$ cat src/rtl/dmem_arbiter.sv
// Shares one single-port data memory between the core MEM-stage port and a debug/loader port.
// Round-robin arbitration with bounded bursts; load data is routed back one cycle after the grant.
module dmem_arbiter #(
    parameter int unsigned AW        = 32,
    parameter int unsigned DW        = 32,
    parameter int unsigned MAX_BURST = 4
) (
    input  logic          clk,
    input  logic          reset,
    input  logic          c_req,
    input  logic          c_we,
    input  logic [AW-1:0] c_addr,
    input  logic [DW-1:0] c_wdata,
    output logic          c_gnt,
    output logic          c_stall,
    output logic          c_rvalid,
    output logic [DW-1:0] c_rdata,
    input  logic          d_req,
    input  logic          d_we,
    input  logic [AW-1:0] d_addr,
    input  logic [DW-1:0] d_wdata,
    output logic          d_gnt,
    output logic          d_rvalid,
    output logic [DW-1:0] d_rdata,
    output logic          m_en,
    output logic          m_we,
    output logic [AW-1:0] m_addr,
    output logic [DW-1:0] m_wdata,
    input  logic [DW-1:0] m_rdata
);

    localparam int unsigned BW = $clog2(MAX_BURST + 1);

    typedef enum logic {
        OWN_CORE = 1'b0,
        OWN_DBG  = 1'b1
    } owner_e;

    owner_e        last_owner_q, last_owner_d;
    logic [BW-1:0] burst_q, burst_d;
    logic          rsp_pending_q, rsp_pending_d;
    owner_e        rsp_owner_q, rsp_owner_d;

    logic          keep_burst;
    logic          gnt_any;
    owner_e        gnt_owner;

    // A zero burst count means nobody holds an open burst, so a tie goes to the other owner.
    assign keep_burst = (burst_q != '0) && (burst_q < BW'(MAX_BURST));

    // Grant selection; held off entirely while reset is asserted.
    always_comb begin
        c_gnt = 1'b0;
        d_gnt = 1'b0;
        if (!reset) begin
            if (c_req && d_req) begin
                if (keep_burst) begin
                    c_gnt = (last_owner_q == OWN_CORE);
                    d_gnt = (last_owner_q == OWN_DBG);
                end else begin
                    c_gnt = (last_owner_q == OWN_DBG);
                    d_gnt = (last_owner_q == OWN_CORE);
                end
            end else begin
                c_gnt = c_req;
                d_gnt = d_req;
            end
        end
    end

    assign gnt_any   = c_gnt | d_gnt;
    assign gnt_owner = d_gnt ? OWN_DBG : OWN_CORE;

    // Memory request mux, zero when idle.
    always_comb begin
        m_en    = gnt_any;
        m_we    = 1'b0;
        m_addr  = '0;
        m_wdata = '0;
        if (c_gnt) begin
            m_we    = c_we;
            m_addr  = c_addr;
            m_wdata = c_wdata;
        end else if (d_gnt) begin
            m_we    = d_we;
            m_addr  = d_addr;
            m_wdata = d_wdata;
        end
    end

    assign c_stall = c_req & d_gnt;

    // Arbitration and response-tracking next state.
    always_comb begin
        last_owner_d  = last_owner_q;
        burst_d       = '0;
        rsp_pending_d = 1'b0;
        rsp_owner_d   = rsp_owner_q;
        if (gnt_any) begin
            last_owner_d  = gnt_owner;
            rsp_pending_d = ~m_we;
            rsp_owner_d   = gnt_owner;
            if (gnt_owner == last_owner_q) begin
                burst_d = (burst_q == BW'(MAX_BURST)) ? burst_q : burst_q + BW'(1);
            end else begin
                burst_d = BW'(1);
            end
        end
    end

    always_ff @(posedge clk or posedge reset) begin
        if (reset) begin
            last_owner_q  <= OWN_DBG;
            burst_q       <= '0;
            rsp_pending_q <= 1'b0;
            rsp_owner_q   <= OWN_CORE;
        end else begin
            last_owner_q  <= last_owner_d;
            burst_q       <= burst_d;
            rsp_pending_q <= rsp_pending_d;
            rsp_owner_q   <= rsp_owner_d;
        end
    end

    // Memory read data is steered only to the port that issued the load.
    assign c_rvalid = rsp_pending_q && (rsp_owner_q == OWN_CORE);
    assign d_rvalid = rsp_pending_q && (rsp_owner_q == OWN_DBG);
    assign c_rdata  = c_rvalid ? m_rdata : '0;
    assign d_rdata  = d_rvalid ? m_rdata : '0;

endmodule
$ cat config.mk
export PLATFORM = sky130hd
export DESIGN_NAME = dmem_arbiter
export DESIGN_NICKNAME = d
export VERILOG_FILES = /design/src/rtl/dmem_arbiter.sv
export SDC_FILE = /design/constraint.sdc
export NUM_CORES = 1
export LEC_CHECK = 0
export ABC_CLOCK_PERIOD_IN_PS = 1900
export BUFFER_PORTS_ARGS = -buffer_cell sky130_fd_sc_hd__buf_2
export CORE_AREA = 4 4 114 116
export CTS_BUF_LIST = sky130_fd_sc_hd__clkbuf_8
export CTS_CLUSTER_SIZE = 28
export DETAILED_ROUTE_END_ITERATION = 6
export DIE_AREA = 0 0 118 120
export GPL_TIMING_DRIVEN = 0
export PLACE_DENSITY_LB_ADDON = 0.2
export REMOVE_ABC_BUFFERS = 1
export SLEW_MARGIN = 10
export SYNTH_ARGS = -nofsm -noshare
export SYNTH_HDL_FRONTEND = slang
export SYNTH_SLANG_ARGS = --single-unit
export TNS_END_PERCENT = 1
$ cat constraint.sdc
create_clock -name clk -period 1.9 [get_ports clk]
set_input_delay 0.19 -clock clk [delete_from_list [all_inputs] [get_ports clk]]
set_output_delay 0.19 -clock clk [all_outputs]
set_load 0.02 [all_outputs]
### Yosys cells after proc, flatten, opt, wreduce, memory -nomap -nowiden

Index checks and enable logic that the tools add are counted.

| storage, ports and cells | value |
|---|---|
| bits in registers | 6 |
| bits of input ports | 166 |
| output and inout bits | 135 |
| word-level logic and storage cells | 38 |

| operators by class | value |
|---|---|
| $add $sub $neg | 1 |
| order comparisons | 1 |
| equality and inequality tests | 3 |
| mux-type cells | 19 |
| bitwise operators | 5 |
| reductions and logical operators | 5 |

Operators by type and width:

| kind | number |
|---|---|
| $mux W32 | 6 |
| $mux W1 | 10 |
| $mux W3 | 3 |
| $logic_and A1 B1 Y1 | 4 |
| $add A3 B1 Y3 const B | 1 |
| $eq A3 B3 Y1 const B | 1 |
| $lt A3 B3 Y1 const B | 1 |
| $ne A3 B3 Y1 const B | 1 |
| $not A1 Y1 | 3 |
| $reduce_bool A3 Y1 | 1 |
| $and A1 B1 Y1 | 1 |
| $eq A1 B1 Y1 | 1 |
| $or A1 B1 Y1 | 1 |

### Longest topological paths before layout

Gate-level depths: netlist of run 1.

| depth | value |
|---|---|
| word-level depth | 9 |
| mapped depth | 8 |
| depth with buffers taken out | 5 |

### Worst setup path after synthesis of run 1

OpenSTA, ideal clock, no wires.

| path | value |
|---|---|
| kind | reg-to-output |
| start | register burst_q[0] |
| end | output port m_addr[0] |
| arrival time | 1968 ps |
| required time | 1710 ps |
| path slack | -258 ps |
| stages on the path, launching flop included | 8 |
| buffers on the path | 2 |
| path through | dfrtp_1 > inv_1 > ha_1 > or3_1 > a311oi_2 > buf_4 > buf_6 > a22o_1 |

| between the ends | value |
|---|---|
| word-level cells in the longest chain between the ends | 7 |
| elaborated cells on any way between the ends | 11 |
| classes of those cells | order compare: 1; mux: 8; reduce/logical: 2 |

Ends and longest elaborated chain:

| item | RTL line | text |
|---|---|---|
| start: declaration | 40 | `logic [BW-1:0] burst_q, burst_d;` |
| start signal: assignment | 119 | `burst_q <= burst_d;` |
| $lt A3 B3 Y1 or $reduce_bool A3 Y1 (tied branches) | 49 | `assign keep_burst = (burst_q != '0) && (burst_q < BW'(MAX_BURST));` |
| $logic_and A1 B1 Y1 (*) | 49 |  |
| $mux W1 | 57 | `if (keep_burst) begin` |
| $mux W1 | 56 | `if (c_req && d_req) begin` |
| $mux W1 | 55 | `if (!reset) begin` |
| $mux W32 | 84 | `end else if (d_gnt) begin` |
| $mux W32 (*) | 80 | `if (c_gnt) begin` |
| end: declaration | 27 | `output logic [AW-1:0] m_addr,` |

Mark *: on every way between the ends. The rest lies on a longest branch, timed or not.

### Final worst setup path of run 1

| path | value |
|---|---|
| start | register burst_q[1] |
| end | output port m_wdata[20] |

| between the ends | value |
|---|---|
| word-level cells in the longest chain between the ends | 7 |
| elaborated cells on any way between the ends | 11 |
| classes of those cells | order compare: 1; mux: 8; reduce/logical: 2 |

Ends and longest elaborated chain:

| item | RTL line | text |
|---|---|---|
| $lt A3 B3 Y1 or $reduce_bool A3 Y1 (tied branches) | 49 |  |
| $logic_and A1 B1 Y1 (*) | 49 |  |
| $mux W1 | 57 |  |
| $mux W1 | 56 |  |
| $mux W1 | 55 |  |
| $mux W32 | 84 |  |
| $mux W32 (*) | 80 |  |
| end: declaration | 28 | `output logic [DW-1:0] m_wdata,` |

Marks and branches as above.

==> results of run 1 <==
[stage by stage]
| stage | hold WS, ns | setup WS, ns | utilization (%) | total power (uW) | TNS, ns |
|---|---|---|---|---|---|
| after global placement | 0.169 | -3.15 | 25.6 | 1290 | -237.73 |
| after CTS | 0.114 | -0.479 | 30.6 | 1740 | -28.00 |
| after floorplan | -0.000482 | -2.26 | - | 804 | -163.57 |
| after global routing | 0.145 | -0.558 | 30.8 | 1840 | -33.10 |
| after detailed placement | 0.182 | -0.942 | 26.4 | 1320 | -46.04 |
| final | 0.118 | -0.477 | 30.8 | 1730 | -27.22 |
[sequential cells by signal, summed over array words and instances, names as in the netlist]
signal,cells
burst_q,3
rsp_pending_q,1
rsp_owner_q,1
last_owner_q,1
[per-layer routing]
metal | vias up | track usage, % | part of all wire [%]
met2 | 192 | 26.4 | 52
met4 | 8 | 3.74 | 2.3
li1 | 1367 | - | -
met1 | 1247 | 14.0 | 35
met3 | 22 | 3.96 | 11
met5 | - | 0 | 0.45
[report_power, final]
part | internal [uW] | leakage (uW) | switching (uW)
Sequential | 150 | 0.0000732 | 53.5
Combinational | 645 | 0.00215 | 688
Clock | 139 | 0.0000269 | 56.7
Total | 933 | 0.00225 | 798
[critical path, stage by stage, from the launching register on]
cell      delay [ns]
dfrtp_1         0.35
inv_2           0.05
ha_4            0.17
or3_4           0.34
a311oi_4        0.30
buf_6           0.18
buf_12          0.13
buf_12          0.12
a22o_1          0.17
buf_6           0.13
[area by class of cell]
cell class | instances | area share [%]
clock buffer | 3 | 1.12
antenna | 1 | 0.0681
sequential | 6 | 4.26
clock inverter | 1 | 0.102
inverter | 5 | 0.511
multi-input combinational | 162 | 33.8
tap | 147 | 5.01
timing repair buffer | 319 | 55.1
[timing repair]
item                                   4_1_cts  5_1_grt
gates cloned                                 4        0
pin swaps                                    6        7
endpoints found under the hold margin        5        0
hold buffers                                 1        0
setup endpoints to repair                  102       99
resized for setup                           99        7
setup buffers                               10        0
[cells by family (layout without fill, tap and decap cells)]
logic type / count (synthesis) / in the layout / synth area share, %
multiplexers: 2 / 2 / 1.43
AND/OR/NAND/NOR: 80 / 80 / 32.4
adder cells (fa/ha/maj): 2 / 2 / 1.68
flip-flops: 6 / 6 / 10.2
buffers and inverters: 30 / 328 / 9.48
AO/OA/AOI/OAI: 77 / 78 / 44.9
other: 0 / 1 / 0
[synth_stat cells, drive strengths merged, types with 2 or more instances]
| cell type | instances |
|---|---|
| a22o | 65 |
| and2 | 33 |
| and3 | 34 |
| buf | 10 |
| clkbuf | 15 |
| dfrtp | 5 |
| ha | 2 |
| inv | 5 |
| nand2 | 3 |
| nor2 | 2 |
| nor3 | 3 |
| o21ai | 2 |
[layout by cell type (no fill, tap or decap), types with 4 or more instances in the layout]
cell and count:
buf_2 248, and3_1 34, buf_6 38, buf_4 24
and2_1 33, a22o_1 65, inv_1 4
[path summary, 6_finish.rpt]
check | end | start | cells past startpoint
min | last_owner_q$_DFFE_PP1P_ | reset | 2
max in group asynchronous | rsp_pending_q$_DFF_PP0_ | reset | 3
min in group clk | rsp_pending_q$_DFF_PP0_ | d_we | 2
max reg2reg | rsp_pending_q$_DFF_PP0_ | burst_q[1]$_DFFE_PP0P_ | 7
min reg2reg | burst_q[0]$_DFFE_PP0P_ | burst_q[0]$_DFFE_PP0P_ | 2
max | m_wdata[20] | burst_q[1]$_DFFE_PP0P_ | 9
==> summary.md, run 1 <==
| Metric | Value |
|---|---|
| Clock tree sinks | 6 |
| Nets | 665 |
| Initial antenna violation count | 5 |
| Status | complete, but fails checks |
| Drt pass-1 iters | 4 |
| H-tree depth | 1 |
| Tcrit/Tclk final | 125% |
| CTS max path bufs | 2 |
| Finished Layout Cells | 644 |
| Final setup vio count | 67 |
| Yosys warns | 0 |
| Placer Congestion | 0.820 |
| Synth area leader | a22o_1 |
| CP required | 1.71 ns |
| CTS tree | done |
| First-pass GRT wire length | 15500 microns |
| Drt wl/cell | 16.5 microns |
| Largest net degree at the start of global routing | 50 |
| GRT overflow | 0 |
| Setup CP Type | reg -> out |
| Worst-path clk slew | 0.04 ns |
| R2R Setup Slk | 0.09 ns |
| Die width | 118 microns |
| Worst Path Arrival | 2.19 ns |
| DP Area | 3140 sq um |
| Clock Root Buffer | clkbuf_8 |
| Worst Setup End Kind | primary output |
| DR vias | 2836 |
| Synth top area cells | a22o_1 (38%), and3_1 (14%), and2_1 (14%) |
| Routed vias/inst | 4.40 |
| Worst-skew pair later-pin latency | 0.22 ns |
| Final WL | 10600 microns |
| Min-Delay Path Class | in -> async |
| Drt drc | 0 |
| Netlist cell types | 33 |
| Mean Syn Cell Area | 7.57 sq um |
| Post-synthesis sequential area ratio | 10.2% |
| Rel. slew slack | 65.8% |
| Hold Fails Final Rpt | 0 |
| Design area | 3670 sq um |
| Post-DRT Antenna Nets | 0 |
| Highest clock rate | 421 MHz |
| Worst slew pin tran | 0.508 ns |
| Failing checks | setup timing |
| Post-synth EDFFs | 0 |
| Max FO, Critical Path | 10 |
| IO buf count | 300 |
| CTS Buf Count | 3 |
| Number of fill cells | 1264 |
| Core outline area | 11900 sq um |
| Vias in the first global route | 2802 |
| Dpl hpwl | 8720 microns |
| Multi-input gate area | 1240 sq um |
| Register Area | 156 sq um |
| Full die area | 14200 sq um |
| Worst Clk Skew | 0.00249 ns |
| Placed cells | 624 |
| I/O pins | 301 |
| Final Slew Violations | 0 |
| Layout cells sized above 1 | 67.3% |
| Post-synth top flop | dfrtp_1 |
| Num rows | 40 |
| Die H | 120 microns |
| P&R area growth vs syn | 146% |
| Max cap viols | 0 |
| Async SR Flop Fraction | 100% |
| Pwr per Cell Area | 471 nW/um^2 |
| VDD IR max | 0.210 mV |
| Syn Inst Count | 197 |
| Synth Cell Area | 1490 sq um |
| Leakage | 0.00225 uW |
| Synth Register Bits | 6 |
| Unrepaired setup endpoints after global routing | true |
| Post-synth top area share | 38.2% |
| Critical path launch point type | flop |
| Final worst slack | -0.477 ns |
| Initial core utilization | 12.5% |
| DR iter-0 viols | 77 |
| Total GRT Usage | 13.5% |
| Minimum clock period | 2.38 ns |
(Power assumes the default switching activity.)
==> run 2, diff against run 1 <==
--- a/config.mk
+++ b/config.mk
@@ -15,8 +15,8 @@
 export GPL_TIMING_DRIVEN = 0
 export PLACE_DENSITY_LB_ADDON = 0.2
 export REMOVE_ABC_BUFFERS = 1
+export SETUP_SLACK_MARGIN = 0.2
 export SLEW_MARGIN = 10
 export SYNTH_ARGS = -nofsm -noshare
 export SYNTH_HDL_FRONTEND = slang
 export SYNTH_SLANG_ARGS = --single-unit
-export TNS_END_PERCENT = 1
==> run 2 against run 1 <==
- register-to-register slack got worse by 0.09 ns
- design area up 8.7%
- the flow still finishes with violations (setup timing)
- flip-flop and latch count unchanged
- combinational power grew 15%
- hold slack improved by 0.015 ns
==> summary.md, run 2 (synthesis results as in run 1) <==
| Metric | Value |
|---|---|
| Failing checks | setup timing |
| Die width | 118 microns |
| Max FO, Critical Path | 10 |
| Highest clock rate | 418 MHz |
| Pwr per Cell Area | 476 nW/um^2 |
| Minimum clock period | 2.39 ns |
| Initial antenna violation count | 5 |
| Dpl hpwl | 8720 microns |
| CTS max path bufs | 2 |
| CTS tree | done |
| Final WL | 11600 microns |
| Worst path max stage delay | 0.35 ns |
| Drt drc | 0 |
| Worst Path Arrival | 2.20 ns |
| Worst slew pin tran | 0.562 ns |
| Num rows | 40 |
| Post-DRT Antenna Nets | 0 |
| Total GRT Usage | 14.3% |
| Final Slew Violations | 0 |
| Reg-to-Reg Start | burst_q[1]$_DFFE_PP0P_ |
| Hold Fails Final Rpt | 0 |
| Util after Layout | 33.5% |
| First-pass GRT wire length | 16300 microns |
| Setup CP Type | reg -> out |
| Status | complete, but fails checks |
| Finished Layout Cells | 659 |
| Commonest non-fill, non-tap cell in the layout | buf_2 |
| Full die area | 14200 sq um |
| Clock tree sinks | 6 |
| Worst-path cell chain | inv_2, ha_4, or3_4, a311oi_4, buf_6, buf_12, buf_12, a22o_1, buf_6 |
| Leakage | 0.00237 uW |
| CP required | 1.71 ns |
| DR vias | 2950 |
| Vias in the first global route | 2884 |
| Min-Delay Path Class | in -> async |
| Biggest register | burst_q |
| Top delay family on crit path | buffers and inverters |
| Worst Setup End Kind | primary output |
| Largest net degree at the start of global routing | 33 |
| Place WS | -0.942 ns |
| Tcrit/Tclk final | 126% |
| Initial core utilization | 12.5% |
| Final setup vio count | 68 |
| Drt wl/cell | 17.6 microns |
| DR iter-0 viols | 60 |
| Final worst slack | -0.493 ns |
| Most frequent cells in the layout | buf_2 (232), a22o_1 (65), buf_6 (59) |
| Max cap viols | 0 |
| Core outline area | 11900 sq um |
| Clock Root Buffer | clkbuf_8 |
| Drt pass-1 iters | 4 |
| Worst Path Buf+Inv | 5 |
| CTS Buf Count | 3 |
| R2R Setup Slk | 0 ns |
| Rel. slew slack | 62.2% |
| Routed vias/inst | 4.48 |
| Crit path from | burst_q[1]$_DFFE_PP0P_ |
| Worst-skew pair later-pin latency | 0.22 ns |
| VDD IR max | 0.176 mV |
| Unrepaired setup endpoints after global routing | true |
| Crit-path slowest cell | dfrtp_1 |
| H-tree depth | 1 |
| P&R area growth vs syn | 168% |
| IO buf count | 300 |
| Placer Congestion | 0.820 |
| Critical path launch point type | flop |
| Die H | 120 microns |
| Nets | 680 |
| Placed cells | 624 |
| Largest register FFs | 3 |
| Worst Clk Skew | 0.00238 ns |
| GRT overflow | 0 |
| Layout cells sized above 1 | 68.9% |
| Worst-path clk slew | 0.04 ns |
| I/O pins | 301 |
## run 2: cell types whose count changed in the layout (fill, tap and decap cells not counted), moves of 2 or more
cell,previous run,this run
buf_6,38,59
buf_4,24,29
clkbuf_16,0,2
buf_2,248,232
buf_16,1,3
## run 2: repair_timing
action	4_1_cts	5_1_grt
setup buffers	17	4
pin swaps	10	7
cloned	5	3
setup endpoints to repair	124	70
gates resized for setup	104	49
hold buffers	1	0
hold endpoints to repair	5	0
## run 2: worst reg2reg max path: stages (launching register included)
cell and delay (ns):
dfrtp_1 0.35, inv_2 0.05, ha_4 0.17, or3_4 0.35, a311oi_4 0.33, buf_4 0.19
buf_6 0.12, buf_6 0.12, o21ba_2 0.15
## run 2: final timing paths
check                                            to  depth (start not counted)
setup / recovery                        m_wdata[20]                          9
hold / removal             last_owner_q$_DFFE_PP1P_                          2
setup reg to reg           last_owner_q$_DFFE_PP1P_                          8
hold reg to reg              burst_q[0]$_DFFE_PP0P_                          2
max in group asynchronous   rsp_pending_q$_DFF_PP0_                          3
min in group clk            rsp_pending_q$_DFF_PP0_                          2
## run 2: metal layers
layer  global-route usage [%]  wire [microns]
met1                     14.7            4090
met2                     28.1            6090
met3                     4.05            1120
met4                     3.81             245
met5                        0              48
## run 2: stage by stage
step	power [uW]	cell area [sq um]	setup TNS, ns	hold slack, ns
2_1_floorplan	804	1370	-163.57	-0.000482
3_3_place_gp	1290	3050	-237.73	0.169
3_5_place_dp	1320	3140	-46.04	0.182
4_1_cts	1790	3730	-27.33	0.114
5_1_grt	2010	3990	-33.93	0.146
6_report	1900	3990	-30.13	0.133
## run 2: power by group
| part | switching, uW | internal, uW |
|---|---|---|
| combinational | 775 | 759 |
| clock | 56.8 | 139 |
| sequential | 20.1 | 152 |
## run 2: layout make-up
cell class / count / area [sq um]
Antenna cell: 1 / 2.50
Clock buffer: 3 / 41.3
Clock inverter: 1 / 3.75
Fill cell: 1251 / 7920
Inverter: 5 / 18.8
Multi-Input combinational cell: 162 / 1260
Sequential cell: 6 / 159
Tap cell: 147 / 184
Timing Repair Buffer: 334 / 2330
==> run 3, diff against run 2 <==
--- a/config.mk
+++ b/config.mk
@@ -5,13 +5,13 @@
 export SDC_FILE = /design/constraint.sdc
 export NUM_CORES = 1
 export LEC_CHECK = 0
-export ABC_CLOCK_PERIOD_IN_PS = 1900
+export ABC_CLOCK_PERIOD_IN_PS = 3000
 export BUFFER_PORTS_ARGS = -buffer_cell sky130_fd_sc_hd__buf_2
-export CORE_AREA = 4 4 114 116
+export CORE_AREA = 4 4 116 118
 export CTS_BUF_LIST = sky130_fd_sc_hd__clkbuf_8
 export CTS_CLUSTER_SIZE = 28
 export DETAILED_ROUTE_END_ITERATION = 6
-export DIE_AREA = 0 0 118 120
+export DIE_AREA = 0 0 120 122
 export GPL_TIMING_DRIVEN = 0
 export PLACE_DENSITY_LB_ADDON = 0.2
 export REMOVE_ABC_BUFFERS = 1
==> constraint.sdc (replaced) <==
create_clock -name clk -period 3 [get_ports clk]
set_input_delay 0.3 -clock clk [delete_from_list [all_inputs] [get_ports clk]]
set_output_delay 0.3 -clock clk [all_outputs]
set_load 0.02 [all_outputs]
==> run 3 against run 2 <==
- the flow now finishes without violations
- critical path type unchanged
- via count shrank 5.5%
- utilization decreased by 6.5 points
- total power is 47% lower
- flip-flop and latch count unchanged
- final cell count grew 0.46%
- global-route usage shrank 1.4 points
- clock power is 35% lower
- clock skew grew 0.0057 ns
==> summary.md, run 3 (synthesis results as in run 1) <==
| Metric | Value |
|---|---|
| Final Slew Violations | 0 |
| Max FO, Critical Path | 12 |
| Commonest non-fill, non-tap cell in the layout | buf_2 |
| Clock tree sinks | 6 |
| IO buf count | 300 |
| Core outline area | 12500 sq um |
| Hold_buf cts | 0 |
| Drt pass-1 iters | 4 |
| Dpl hpwl | 9250 microns |
| DR iter-0 viols | 70 |
| Largest register FFs | 3 |
| Clock Root Buffer | clkbuf_8 |
| Initial antenna violation count | 0 |
| Final setup vio count | 0 |
| Unrepaired setup endpoints after global routing | false |
| P&R area growth vs syn | 126% |
| Placed cells | 649 |
| Number of fill cells | 1400 |
| Most frequent cells in the layout | buf_2 (293), a22o_1 (64), and3_1 (34) |
| Pwr per Cell Area | 300 nW/um^2 |
| Post-DRT Antenna Nets | 0 |
| Status | finished clean |
| Die H | 122 microns |
| First-pass GRT wire length | 15100 microns |
| Critical path launch point type | flop |
| Final WL | 10800 microns |
| VDD IR max | 0.107 mV |
| Rel. slew slack | 39.8% |
| Biggest register | burst_q |
| Die width | 120 microns |
| Vias in the first global route | 2664 |
| Worst-path clk slew | 0.04 ns |
| Placer Congestion | 0.842 |
| Setup CP Type | reg -> out |
| Worst slew pin tran | 0.902 ns |
| CTS tree | done |
| Hold Fails Final Rpt | 0 |
| Highest clock rate | 367 MHz |
| Worst Clk Skew | 0.00811 ns |
| Tot Pwr | 1010 uW |
| Antenna Cells | 0 |
| Routed vias/inst | 4.21 |
| Worst Setup End Kind | primary output |
| Full die area | 14600 sq um |
| I/O pins | 301 |
| Util after Layout | 27.0% |
| Worst-skew pair later-pin latency | 0.23 ns |
| GRT overflow | 0 |
| Worst Path Arrival | 2.42 ns |
| Leakage | 0.00218 uW |
| Nets | 659 |
| Finished Layout Cells | 662 |
| Max cap viols | 0 |
| CP required | 2.70 ns |
| CTS Buf Count | 3 |
| H-tree depth | 1 |
| DR vias | 2788 |
| Tcrit/Tclk final | 90.8% |
| Min-Delay Path Class | in -> async |
| Largest net degree at the start of global routing | 52 |
| Drt wl/cell | 16.3 microns |
| Initial core utilization | 12.0% |
| CTS max path bufs | 2 |
| Layout cells sized above 1 | 66.7% |
| Fin Hold WS | 0.0425 ns |
| Total GRT Usage | 12.9% |
| Num rows | 41 |
| Drt drc | 0 |
| Minimum clock period | 2.72 ns |
[run 3: cell type report]
type / instances / area (sq um) / share of cell area [%]
Multi-Input combinational cell: 161 / 1230 / 36.5
Inverter: 5 / 18.8 / 0.557
Clock inverter: 1 / 3.75 / 0.111
Tap cell: 172 / 215 / 6.39
Timing Repair Buffer: 314 / 1710 / 50.7
Clock buffer: 3 / 41.3 / 1.23
Sequential cell: 6 / 151 / 4.49
[run 3: metal layers]
layer  wire length, microns  track usage, %
met1                   4300            15.2
met2                   5210            24.0
met3                   1230            3.39
met4                     64            1.72
met5                      0               0
[run 3: power breakdown]
part	switching, uW	internal, uW	total [uW]
logic	421	330	751
clock network	39.7	88.3	128
registers	37.3	93.2	130
total	498	511	1010
[run 3: timing repair]
item | 4_1_cts | 5_1_grt
gates cloned | 1 | 2
gates resized for setup | 5 | 10
setup buffers | 3 | 3
pin swaps | 1 | 1
setup endpoints to repair | 45 | 32
[run 3: worst paths after layout]
kind                       cells after the start                  endpoint  slack, ns                   start
min                                            2    burst_q[2]$_DFFE_PP0P_       0.04                   reset
max reg2reg                                    7   rsp_pending_q$_DFF_PP0_       1.03  burst_q[0]$_DFFE_PP0P_
max                                            9               m_wdata[13]       0.28  burst_q[0]$_DFFE_PP0P_
max in group asynchronous                      2  last_owner_q$_DFFE_PP1P_       2.67                   reset
min in group clk                               2   rsp_pending_q$_DFF_PP0_       0.32                    d_we
min reg2reg                                    2    burst_q[1]$_DFFE_PP0P_       0.58  burst_q[1]$_DFFE_PP0P_
[run 3: through the flow]
| stage | setup TNS, ns | area, sq um | worst slack [ns] |
|---|---|---|---|
| 2_1_floorplan | -85.19 | 1370 | -1.27 |
| 3_3_place_gp | -138.34 | 3090 | -2.12 |
| 3_5_place_dp | 0 | 3170 | 0.0291 |
| 4_1_cts | 0 | 3260 | 0.219 |
| 5_1_grt | 0 | 3370 | 0.199 |
| 6_report | 0 | 3370 | 0.277 |
[run 3: critical path: stages (launching register included)]
cell and delay (ns):
dfrtp_1 0.36, inv_1 0.07, ha_2 0.23, or3_4 0.39, a311oi_4 0.38, buf_6 0.17
buf_12 0.13, clkbuf_16 0.16, a22o_1 0.12, buf_2 0.17
